==> config.mk <==
export PLATFORM = sky130hd
export DESIGN_NAME = move_drain_unit
export DESIGN_NICKNAME = d
export VERILOG_FILES = /design/src/rtl/move_drain_unit.sv
export SDC_FILE = /design/constraint.sdc
export NUM_CORES = 1
export LEC_CHECK = 0
export BUFFER_PORTS_ARGS = -buffer_cell sky130_fd_sc_hd__buf_2
export CORE_AREA = 10 10 488 490
export DETAILED_ROUTE_END_ITERATION = 8
export DIE_AREA = 0 0 498 500
export SKIP_LAST_GASP = 1
export SLEW_MARGIN = 40
export SYNTH_ARGS = -nofsm -noshare
export SYNTH_HDL_FRONTEND = slang
export SYNTH_SLANG_ARGS = --single-unit
==> constraint.sdc <==
create_clock -name i_clk -period 14 [get_ports i_clk]
set_input_delay 2.1 -clock i_clk [delete_from_list [all_inputs] [get_ports i_clk]]
set_output_delay 2.1 -clock i_clk [all_outputs]
set_load 0.05 [all_outputs]
==> src/rtl/move_drain_unit.sv <==
// Drains the eight column move FIFOs in ascending column order and unpacks each packed word into single moves.
// Optional MOVE_STATS_EN adds saturating capture/promotion counters.
module move_drain_unit #(
  parameter int NCOL  = 8,
  parameter int SLOTS = 8,
  parameter int CNTW  = 8
) (
  input  logic                        i_clk,
  input  logic                        i_reset,
  input  logic                        i_start,
  input  logic [NCOL-1:0]             i_col_done,
  input  logic [NCOL-1:0]             i_col_empty,
  input  logic [NCOL*SLOTS*19-1:0]    i_col_data,
  output logic [NCOL-1:0]             o_col_rden,
  output logic                        o_mv_valid,
  input  logic                        i_mv_ready,
  output logic [18:0]                 o_mv_data,
  output logic [CNTW-1:0]             o_mv_count,
  output logic                        o_busy,
  output logic                        o_all_done
`ifdef MOVE_STATS_EN
  ,
  output logic [CNTW-1:0]             o_cap_count,
  output logic [CNTW-1:0]             o_promo_count
`endif
);

  localparam int MW = 19;
  localparam int WW = SLOTS * MW;
  localparam int PW = (NCOL > 1) ? $clog2(NCOL) : 1;
  localparam int SW = $clog2(SLOTS + 1);

  typedef enum logic [2:0] {
    S_IDLE, S_WAITC, S_SEL, S_RD, S_LAT, S_UNPK, S_FIN
  } state_t;

  state_t          r_state;
  state_t          w_state_next;
  logic [PW-1:0]   r_col_ptr;
  logic [SW-1:0]   r_slot_ptr;
  logic [WW-1:0]   r_buf;
  logic            r_mv_valid;
  logic [MW-1:0]   r_mv_data;
  logic [CNTW-1:0] r_mv_count;

  logic            w_found;
  logic [SW-1:0]   w_idx;
  logic [MW-1:0]   w_slot;
  logic            w_out_free;
  logic            w_hs;
  logic            w_sel_empty;
  logic            w_last_col;

  assign w_out_free  = ~r_mv_valid | i_mv_ready;
  assign w_hs        = r_mv_valid & i_mv_ready;
  assign w_sel_empty = i_col_empty[r_col_ptr];
  assign w_last_col  = (r_col_ptr == PW'(NCOL - 1));

  // Lowest valid slot at or above slot_ptr; invalid slots are skipped without a handshake.
  always_comb begin
    w_found = 1'b0;
    w_idx   = '0;
    for (int k = SLOTS - 1; k >= 0; k--) begin
      if ((SW'(k) >= r_slot_ptr) && !r_buf[k*MW + MW - 1]) begin
        w_found = 1'b1;
        w_idx   = SW'(k);
      end
    end
  end

  assign w_slot = r_buf[w_idx*MW +: MW];

  always_comb begin
    w_state_next = r_state;
    case (r_state)
      S_IDLE:  if (i_start) w_state_next = S_WAITC;
      S_WAITC: if (&i_col_done) w_state_next = S_SEL;
      S_SEL: begin
        if (!w_sel_empty)    w_state_next = S_RD;
        else if (w_last_col) w_state_next = S_FIN;
      end
      S_RD:    w_state_next = w_sel_empty ? S_SEL : S_LAT;
      S_LAT:   w_state_next = S_UNPK;
      S_UNPK:  if (w_out_free && !w_found) w_state_next = S_SEL;
      S_FIN:   w_state_next = S_IDLE;
      default: w_state_next = S_IDLE;
    endcase
  end

  genvar gi;
  generate
    for (gi = 0; gi < NCOL; gi++) begin : g_rden
      assign o_col_rden[gi] = (r_state == S_RD) && (r_col_ptr == PW'(gi)) && !i_col_empty[gi];
    end
  endgenerate

  always_ff @(posedge i_clk or posedge i_reset) begin
    if (i_reset) begin
      r_state    <= S_IDLE;
      r_col_ptr  <= '0;
      r_slot_ptr <= '0;
      r_buf      <= '0;
      r_mv_valid <= 1'b0;
      r_mv_data  <= '0;
      r_mv_count <= '0;
    end else begin
      r_state <= w_state_next;
      case (r_state)
        S_IDLE: if (i_start) r_mv_count <= '0;
        S_SEL:  if (w_sel_empty && !w_last_col) r_col_ptr <= r_col_ptr + PW'(1);
        S_LAT: begin
          r_buf      <= i_col_data[r_col_ptr*WW +: WW];
          r_slot_ptr <= '0;
        end
        S_UNPK: begin
          if (w_out_free) begin
            if (w_found) begin
              r_mv_valid <= 1'b1;
              r_mv_data  <= w_slot;
              r_slot_ptr <= w_idx + SW'(1);
            end else begin
              r_mv_valid <= 1'b0;
            end
          end
        end
        S_FIN:  r_col_ptr <= '0;
        default: ;
      endcase
      if (w_hs && (r_mv_count != '1)) r_mv_count <= r_mv_count + CNTW'(1);
    end
  end

`ifdef MOVE_STATS_EN
  logic [CNTW-1:0] r_cap_count;
  logic [CNTW-1:0] r_promo_count;

  always_ff @(posedge i_clk or posedge i_reset) begin
    if (i_reset) begin
      r_cap_count   <= '0;
      r_promo_count <= '0;
    end else if (r_state == S_IDLE && i_start) begin
      r_cap_count   <= '0;
      r_promo_count <= '0;
    end else if (w_hs) begin
      if (r_mv_data[12] && (r_cap_count != '1))   r_cap_count   <= r_cap_count + CNTW'(1);
      if (r_mv_data[17] && (r_promo_count != '1)) r_promo_count <= r_promo_count + CNTW'(1);
    end
  end

  assign o_cap_count   = r_cap_count;
  assign o_promo_count = r_promo_count;
`endif

  assign o_mv_valid = r_mv_valid;
  assign o_mv_data  = r_mv_data;
  assign o_mv_count = r_mv_count;
  assign o_busy     = (r_state != S_IDLE);
  assign o_all_done = (r_state == S_FIN);

endmodule

======== Yosys cells after proc, flatten, opt, wreduce, memory -nomap -nowiden ========
Cells that the tools add are included.
W data, S select, Z words.
storage, ports and cells
  word-level logic and storage cells ...... 140
  bits in registers ....................... 190
operators by class
  bitwise operators ....................... 3
  multipliers ............................. 2
  add/subtract/negate cells ............... 3
  eq/ne operators ......................... 21
  reduce and logical (&&, ||, !) cells .... 59
  order comparisons ....................... 9
  shifts and indexed selects .............. 2
  muxes and demuxes ....................... 34
operators by type and width
  kind                    count
  $shiftx A1216 B12 Y152  1
  $shiftx A152 B10 Y19    1
  $mux W4                 9
  $logic_and A1 B1 Y1     27
  $mux W3                 8
  $mux W8                 3
  $eq A3 B3 Y1 const B    7
  $logic_not A1 Y1        18
  $pmux W3 S6             1
  $ge A3 B4 Y1 const A    4
  $eq A3 B2 Y1 const B    4
  $ne A2 B2 Y1 const B    6
  $mux W1                 10
  $mul A4 B5 Y9 const B   1
  $add A8 B1 Y8 const B   1
  $ge A1 B4 Y1 const A    2
  $ge A2 B4 Y1 const A    2
  $mul A3 B5 Y8 const B   1
  $ne A8 B8 Y1 const B    1
  $pmux W4 S2             1
  $reduce_and A8 Y1       1
  $reduce_bool A2 Y1      4
  $eq A3 B1 Y1 const B    2
  $logic_not A3 Y1        2
  13 further kinds        16

======== Depth between registers and ports, before layout ========
Gate-level depths: netlist of the first run.
  depth after elaboration ................. 14
  gate-level depth with buffers ........... 11
  mapped depth without buffers ............ 9

======== Least setup slack after synthesis of the first run ========
Ideal clock, no wire load.
  path type ............................... input to output
  from .................................... in i_col_empty[1]
  to ...................................... out o_col_rden[1]
  data required time ...................... 11.900 ns
  stages on the path ...................... 1
  arrival ................................. 3.743 ns
  slack ................................... 8.157 ns
  cell sequence ........................... nor4b_1
between the ends
  longest elaborated chain between the ends .. 2
ends and longest elaborated chain
  what                 RTL line  RTL
  start, declared      12        input logic [NCOL-1:0] i_col_empty,
  $logic_not A1 Y1     93        assign o_col_rden[gi] = (r_state == S_RD) && (r_col_ptr == PW'(gi)) && !i_col_empty[gi];
  $logic_and A1 B1 Y1  93
  end, declared        14        output logic [NCOL-1:0] o_col_rden,
No other way between the ends.

======== Final worst setup path of the first run ========
  from .................................... in i_col_empty[0]
  to ...................................... out o_col_rden[0]
Same word-level chain as after synthesis.

==> flow_metrics.py, run 1 <==
metrics = {
    "yosys": {
        "yosysSeqAreaShare": 0.274,
        "netlist_area_um2": 17400,
        "syn_avg_cell_area_um2": 10.6,
        "synth_top_flop_cell": "dfrtp_1",
        "yosys_warnings": 0,
        "synthArstFlopShare": 1.00,
        "synthCells": 1632,
        "ys_types": 52,
        "synth_edf_count": 0,
        "synth_common_cells": "nand2_1 (339), mux4_2 (306), dfrtp_1 (190)",
        "synth_top_cell_by_area": "mux4_2",
        "synth_most_common_cell": "nand2_1",
        "synth_top_area_share": 0.397,
        "synth-seq-cells": 190,
        "syn_nets": 2876,
        "synthTopCellsByArea": "mux4_2 (40%), dfrtp_1 (27%), nand2_1 (7.3%)",
    },
    "sta": {
        "fin_skew_ps": 31.8,
        "period_share": 0.359,
        "slew_violations": 0,
        "setup_slack_ps": 8970,
        "fmax_mhz": 199,
        "rsz0062_at_grt": "false",
        "max_slew.worst_pin.slew_ps": 885,
        "max_slew_margin": 0.410,
        "hold_viol_final": 0,
        "min_period_ps": 5030,
        "fin_setup_tns_ps": 0,
        "finalSetupViolCount": 0,
    },
    "setup_path": {
        "cp_slowest_cell": "nor4b_1",
        "crit_start": "i_col_empty[0]",
        "rr_endpoint": "r_buf[105]$_DFFE_PP0P_",
        "required_ps": 11900,
        "cp_data_arrival_time_ps": 2930,
        "start_kind": "primary input",
        "cpMostUsedCell": "buf_2",
        "crit_chain": "buf_2 -> nor4b_1 -> buf_2",
        "path_max_fanout": 2,
        "max_stage_delay_ps": 370,
        "rr_startpoint": "r_col_ptr[0]$_DFFE_PP0P_",
        "worstSetupEndpointType": "output port",
        "rrSetupSlack_ps": 9400,
        "r2r_cells": 8,
        "worst-setup-path-type": "primary input to output port",
    },
    "cells_and_area": {
        "area_growth_pct": 64.3,
        "nNetsFinal": 4024,
        "drive_gt1_frac": 0.607,
        "final_util": 0.125,
    },
    "clock_network": {
        "cts_hold_buf": 0,
        "cts_setup_buffers": 0,
        "cts_max_path_buffers": 2,
        "clk_pin_slew_ps": 90,
        "clk_latency_ps": 570,
        "cts_tree": "built",
        "cts_buffers": 17,
        "cts.sinks": 190,
        "post_cts_resized": 0,
        "cts-root-buf": "clkbuf_16",
        "htree_levels": 4,
    },
    "route": {
        "num_vias": 24729,
        "wl_per_cell_um": 46.2,
        "drc": 0,
        "vias_per_cell": 4.07,
        "routed_wl_mm": 280,
        "ant_nets": 0,
        "drt_iter0_drc": 2273,
        "dr.pass1.iters": 6,
    },
    "global_route": {
        "globalRoute.totalOverflow": 0,
        "grt_max_degree": 117,
        "track_usage": 0.215,
        "antenna_found_initial": 820,
        "grt_pass1_wl_mm": 334,
        "grt_pass1_vias": 22861,
    },
    "floorplan": {
        "die_w_um": 498,
        "rows": 176,
        "initial_core_util": 0.0759,
        "die_y_um": 500,
        "io-pin-count": 1274,
        "placeableCoreArea_um2": 229000,
        "dieArea_um2": 249000,
    },
    "placement": {
        "dp.final_hpwl_mm": 254,
        "dp_slack_ps": 9050,
        "gp_congestion": 0.965,
        "port_buffers": 1273,
    },
    "power": {
        "power_density_nw_per_um2": 194,
        "fin_total_pwr_mw": 5.53,
        "leakagePower_nw": 11.5,
        "vdd_drop_max_uv": 107,
    },
    "min_path": {
        "hold_class": "flop to flop",
        "min_path_cells": 2,
        "worstHoldStart": "o_mv_data[12]$_DFFE_PP0P_",
        "hold_end": "o_mv_data[12]$_DFFE_PP0P_",
    },
    "job": {
        "maxCapViolations": 0,
    },
    "outcome": {
        "status": "finished clean",
    },
}
## per-layer routing
| layer | vias to the layer above | global-route usage | share of wire | wire, µm |
|---|---|---|---|---|
| met5 | - | 0 | 0.011 | 3210 |
| met4 | 476 | 0.0468 | 0.038 | 10600 |
| met3 | 1238 | 0.194 | 0.19 | 53900 |
| met2 | 2522 | 0.338 | 0.43 | 120000 |
| met1 | 11433 | 0.210 | 0.33 | 92000 |
| li1 | 9060 | - | - | - |
## flip-flops by register name, summed over array words and instances (netlist names)
signal      count
r_col_ptr       3
r_state         3
o_mv_count      8
r_slot_ptr      4
r_buf         152
o_mv_valid      1
o_mv_data      19
## placed cells by master, fill, tap and decap left out, drive strengths merged, types with 8 or more instances in the layout
| cell type | n |
|---|---|
| buf | 1306 |
| nand2 | 340 |
| mux4 | 306 |
| diode | 252 |
| a31oi | 190 |
| dfrtp | 190 |
| nor2 | 168 |
| o21ai | 51 |
| a21oi | 49 |
| a31o | 36 |
| clkbuf | 21 |
| a22o | 19 |
| o41ai | 17 |
| inv | 13 |
| nand3 | 11 |
| ha | 8 |
## power by group
group	switching [mW]	internal, mW	leakage (nW)
sequential	0.327	0.789	2.10
clock	0.324	0.251	0.286
combinational	2.36	1.48	9.08
total	3.01	2.52	11.5
## worst max path at each step
stage	end	cells after the start
6_report	o_col_rden[0]	3
5_1_grt	o_col_rden[7]	5
4_1_cts	o_col_rden[7]	5
3_5_place_dp	o_col_rden[0]	3
3_3_place_gp	r_buf[105]$_DFFE_PP0P_	7
2_1_floorplan	o_mv_count[0]$_DFFE_PP0P_	1
## metrics by stage
| step | cell area, µm² | hold slack (ps) | std cells |
|---|---|---|---|
| floorplan | 17400 | 511 | 1632 |
| global placement | 27000 | 457 | 5777 |
| detailed placement | 27200 | 455 | 5784 |
| CTS | 27800 | 478 | 5815 |
| global route | 28100 | 503 | 5923 |
| finish | 28500 | 479 | 6070 |
## critical path: cells and delay by family
family,cells,cell delay (ps)
simple gates,1,370
buf+inv,2,450
## cell type report
cell class | count | area, µm²
clock inverter | 11 | 126
antenna | 252 | 631
tap | 3026 | 3790
timing repair buffer | 1307 | 6810
inverter | 9 | 48.8
clock buffer | 20 | 467
sequential | 190 | 4770
fill | 26359 | 200000
multi-input combinational | 1255 | 11900
## cells by family after synthesis
| family | after synthesis | share of synthesized area |
|---|---|---|
| DFF | 190 | 0.274 |
| buffers and inverters | 187 | 0.0448 |
| and+or+nand+nor | 553 | 0.127 |
| AOI/OAI and AO/OA | 383 | 0.149 |
| adders and majority gates | 8 | 0.00577 |
| xor gates and xnor gates | 1 | 0.000505 |
| muxes | 310 | 0.400 |
(Power assumes the default switching activity.)
==> run 2: changes to the inputs <==
- CORE_AREA: 10 10 488 490 -> 10 10 486 488
- DIE_AREA: 0 0 498 500 -> 0 0 496 498
- clock period: 14 -> 4.5 ns (I/O delays scaled with it)
==> flow_metrics.py, run 2 (synthesized netlist as in run 1, its figures left out) <==
metrics = {
    "power": {
        "vdd_drop_max_uv": 332,
        "p_seq_frac": 0.246,
        "leakagePower_nw": 11.5,
        "p_sw_frac": 0.553,
        "p_sw_mw": 9.75,
        "p_clk_frac": 0.105,
        "cellInternalPower_mw": 7.88,
        "pwr-share-comb": 0.649,
        "power_density_nw_per_um2": 623,
    },
    "sta": {
        "max_slew.worst_pin.slew_ps": 874,
        "min_period_ps": 3120,
        "finalSetupViolCount": 0,
        "rsz0062_at_grt": "false",
        "hold_viol_final": 0,
        "slew_violations": 0,
        "max_slew_margin": 0.417,
        "fmax_mhz": 320,
        "fin_setup_tns_ps": 0,
        "fin_skew_ps": 16.8,
        "period_share": 0.694,
    },
    "global_route": {
        "globalRoute.totalOverflow": 0,
        "grt_pass1_wl_mm": 326,
        "track_usage": 0.214,
        "grt_pass1_vias": 22425,
        "antenna_found_initial": 654,
        "grt_max_degree": 117,
    },
    "floorplan": {
        "dieArea_um2": 247000,
        "placeableCoreArea_um2": 226000,
        "die_y_um": 498,
        "rows": 175,
        "initial_core_util": 0.0767,
        "io-pin-count": 1274,
        "die_w_um": 496,
    },
    "placement": {
        "gp_congestion": 0.874,
        "dp.final_hpwl_mm": 250,
        "dp_cells": 5773,
        "port_buffers": 1273,
        "postPlaceCellArea_um2": 27300,
    },
    "route": {
        "routed_wl_mm": 276,
        "num_vias": 23826,
        "wl_per_cell_um": 46.3,
        "drt_iter0_drc": 2239,
        "ant_nets": 0,
        "vias_per_cell": 4.00,
        "drc": 0,
        "dr.pass1.iters": 8,
    },
    "setup_path": {
        "worstSetupEndpointType": "output port",
        "r2r_cells": 7,
        "path_max_fanout": 52,
        "worst-setup-path-type": "flop to output port",
        "start_kind": "flop",
        "cp_data_arrival_time_ps": 2450,
        "required_ps": 3830,
    },
    "cells_and_area": {
        "largest_register_ffs": 152,
        "layout_commonest_cell": "buf_2",
        "top_register": "r_buf",
        "fill_cells": 26116,
        "final_cell_mix": "buf_2 (1273), nand2_1 (339), mux4_2 (306)",
        "final_cell_count_no_fill": 5959,
        "nNetsFinal": 4028,
        "area_growth_pct": 63.1,
        "design_area_um2": 28300,
        "drive_gt1_frac": 0.607,
    },
    "clock_network": {
        "cts.sinks": 190,
        "cts_max_path_buffers": 2,
        "cts_buffers": 17,
        "cts_tree": "built",
        "htree_levels": 4,
        "clk_pin_slew_ps": 90,
        "clk_latency_ps": 560,
        "cts-root-buf": "clkbuf_16",
        "post_cts_resized": 0,
        "cts_hold_buf": 0,
        "cts_setup_buffers": 0,
    },
    "min_path": {
        "hold_class": "primary input to asynchronous set/reset pin",
    },
    "outcome": {
        "status": "finished clean",
    },
    "job": {
        "maxCapViolations": 0,
    },
}
==> run 2: changes by cell type in the layout (fill, tap and decap cells not counted), moves of 3 or more <==
| cell | before | now |
|---|---|---|
| buf_6 | 10 | 0 |
| buf_12 | 6 | 17 |
| inv_6 | 0 | 7 |
| diode_2 | 252 | 153 |
| buf_4 | 12 | 20 |
| clkbuf_8 | 3 | 0 |
==> run 2: layer usage <==
metal,global-route usage,vias up,routed length [µm]
li1,-,8942,-
met1,0.228,11210,97500
met2,0.357,2258,125000
met3,0.142,1052,41900
met4,0.0371,364,8520
met5,0,-,2440
==> run 2: final cells by class <==
class	count	area, µm²	share of cell area
well taps	3009	3760	0.133
clock buffers	17	425	0.0150
multi-input cells	1255	11900	0.419
flip-flops and latches	190	4770	0.168
clock inverters	15	170	0.00601
inverters	9	45.0	0.00159
diodes	153	383	0.0135
repair buffers	1311	6890	0.243
==> run 2: worst max-delay path, cell delays in order (launching register included) <==
cell and delay [ps]:
dfrtp_4 650, inv_8 450, ha_1 240, nor3b_1 210
buf_2 310
==> run 2: per-stage QoR <==
step	setup slack, ps	power [mW]	utilization	hold WS, ps
after floorplan	922	10.4	-	511
after global placement	1410	15.7	0.120	468
after detailed placement	1650	16.1	0.121	471
after CTS	1250	18.0	0.123	11.3
after global routing	1250	18.7	0.124	27.2
final	1380	17.6	0.125	73.0
==> run 2: power by group through the flow <==
| stage | registers [mW] | clock network, mW | logic [mW] |
|---|---|---|---|
| 2_1_floorplan | 3.09 | 0 | 7.33 |
| 3_3_place_gp | 4.60 | 0 | 11.1 |
| 3_5_place_dp | 4.48 | 0 | 11.6 |
| 4_1_cts | 4.45 | 1.97 | 11.6 |
| 5_1_grt | 4.40 | 2.00 | 12.3 |
| 6_report | 4.34 | 1.86 | 11.4 |
==> run 2: worst paths after layout <==
| path | start | end | slack, ps |
|---|---|---|---|
| setup / recovery | r_col_ptr[2]$_DFFE_PP0P_ | o_col_rden[3] | 1380 |
| hold / removal | i_reset | r_buf[10]$_DFFE_PP0P_ | 70 |
| setup reg to reg | r_slot_ptr[2]$_DFFE_PP0P_ | o_mv_data[15]$_DFFE_PP0P_ | 1540 |
| hold reg to reg | o_mv_data[2]$_DFFE_PP0P_ | o_mv_data[2]$_DFFE_PP0P_ | 500 |
| max in group asynchronous | i_reset | r_buf[93]$_DFFE_PP0P_ | 3320 |
| min in group i_clk | i_mv_ready | o_mv_count[6]$_DFFE_PP0P_ | 420 |
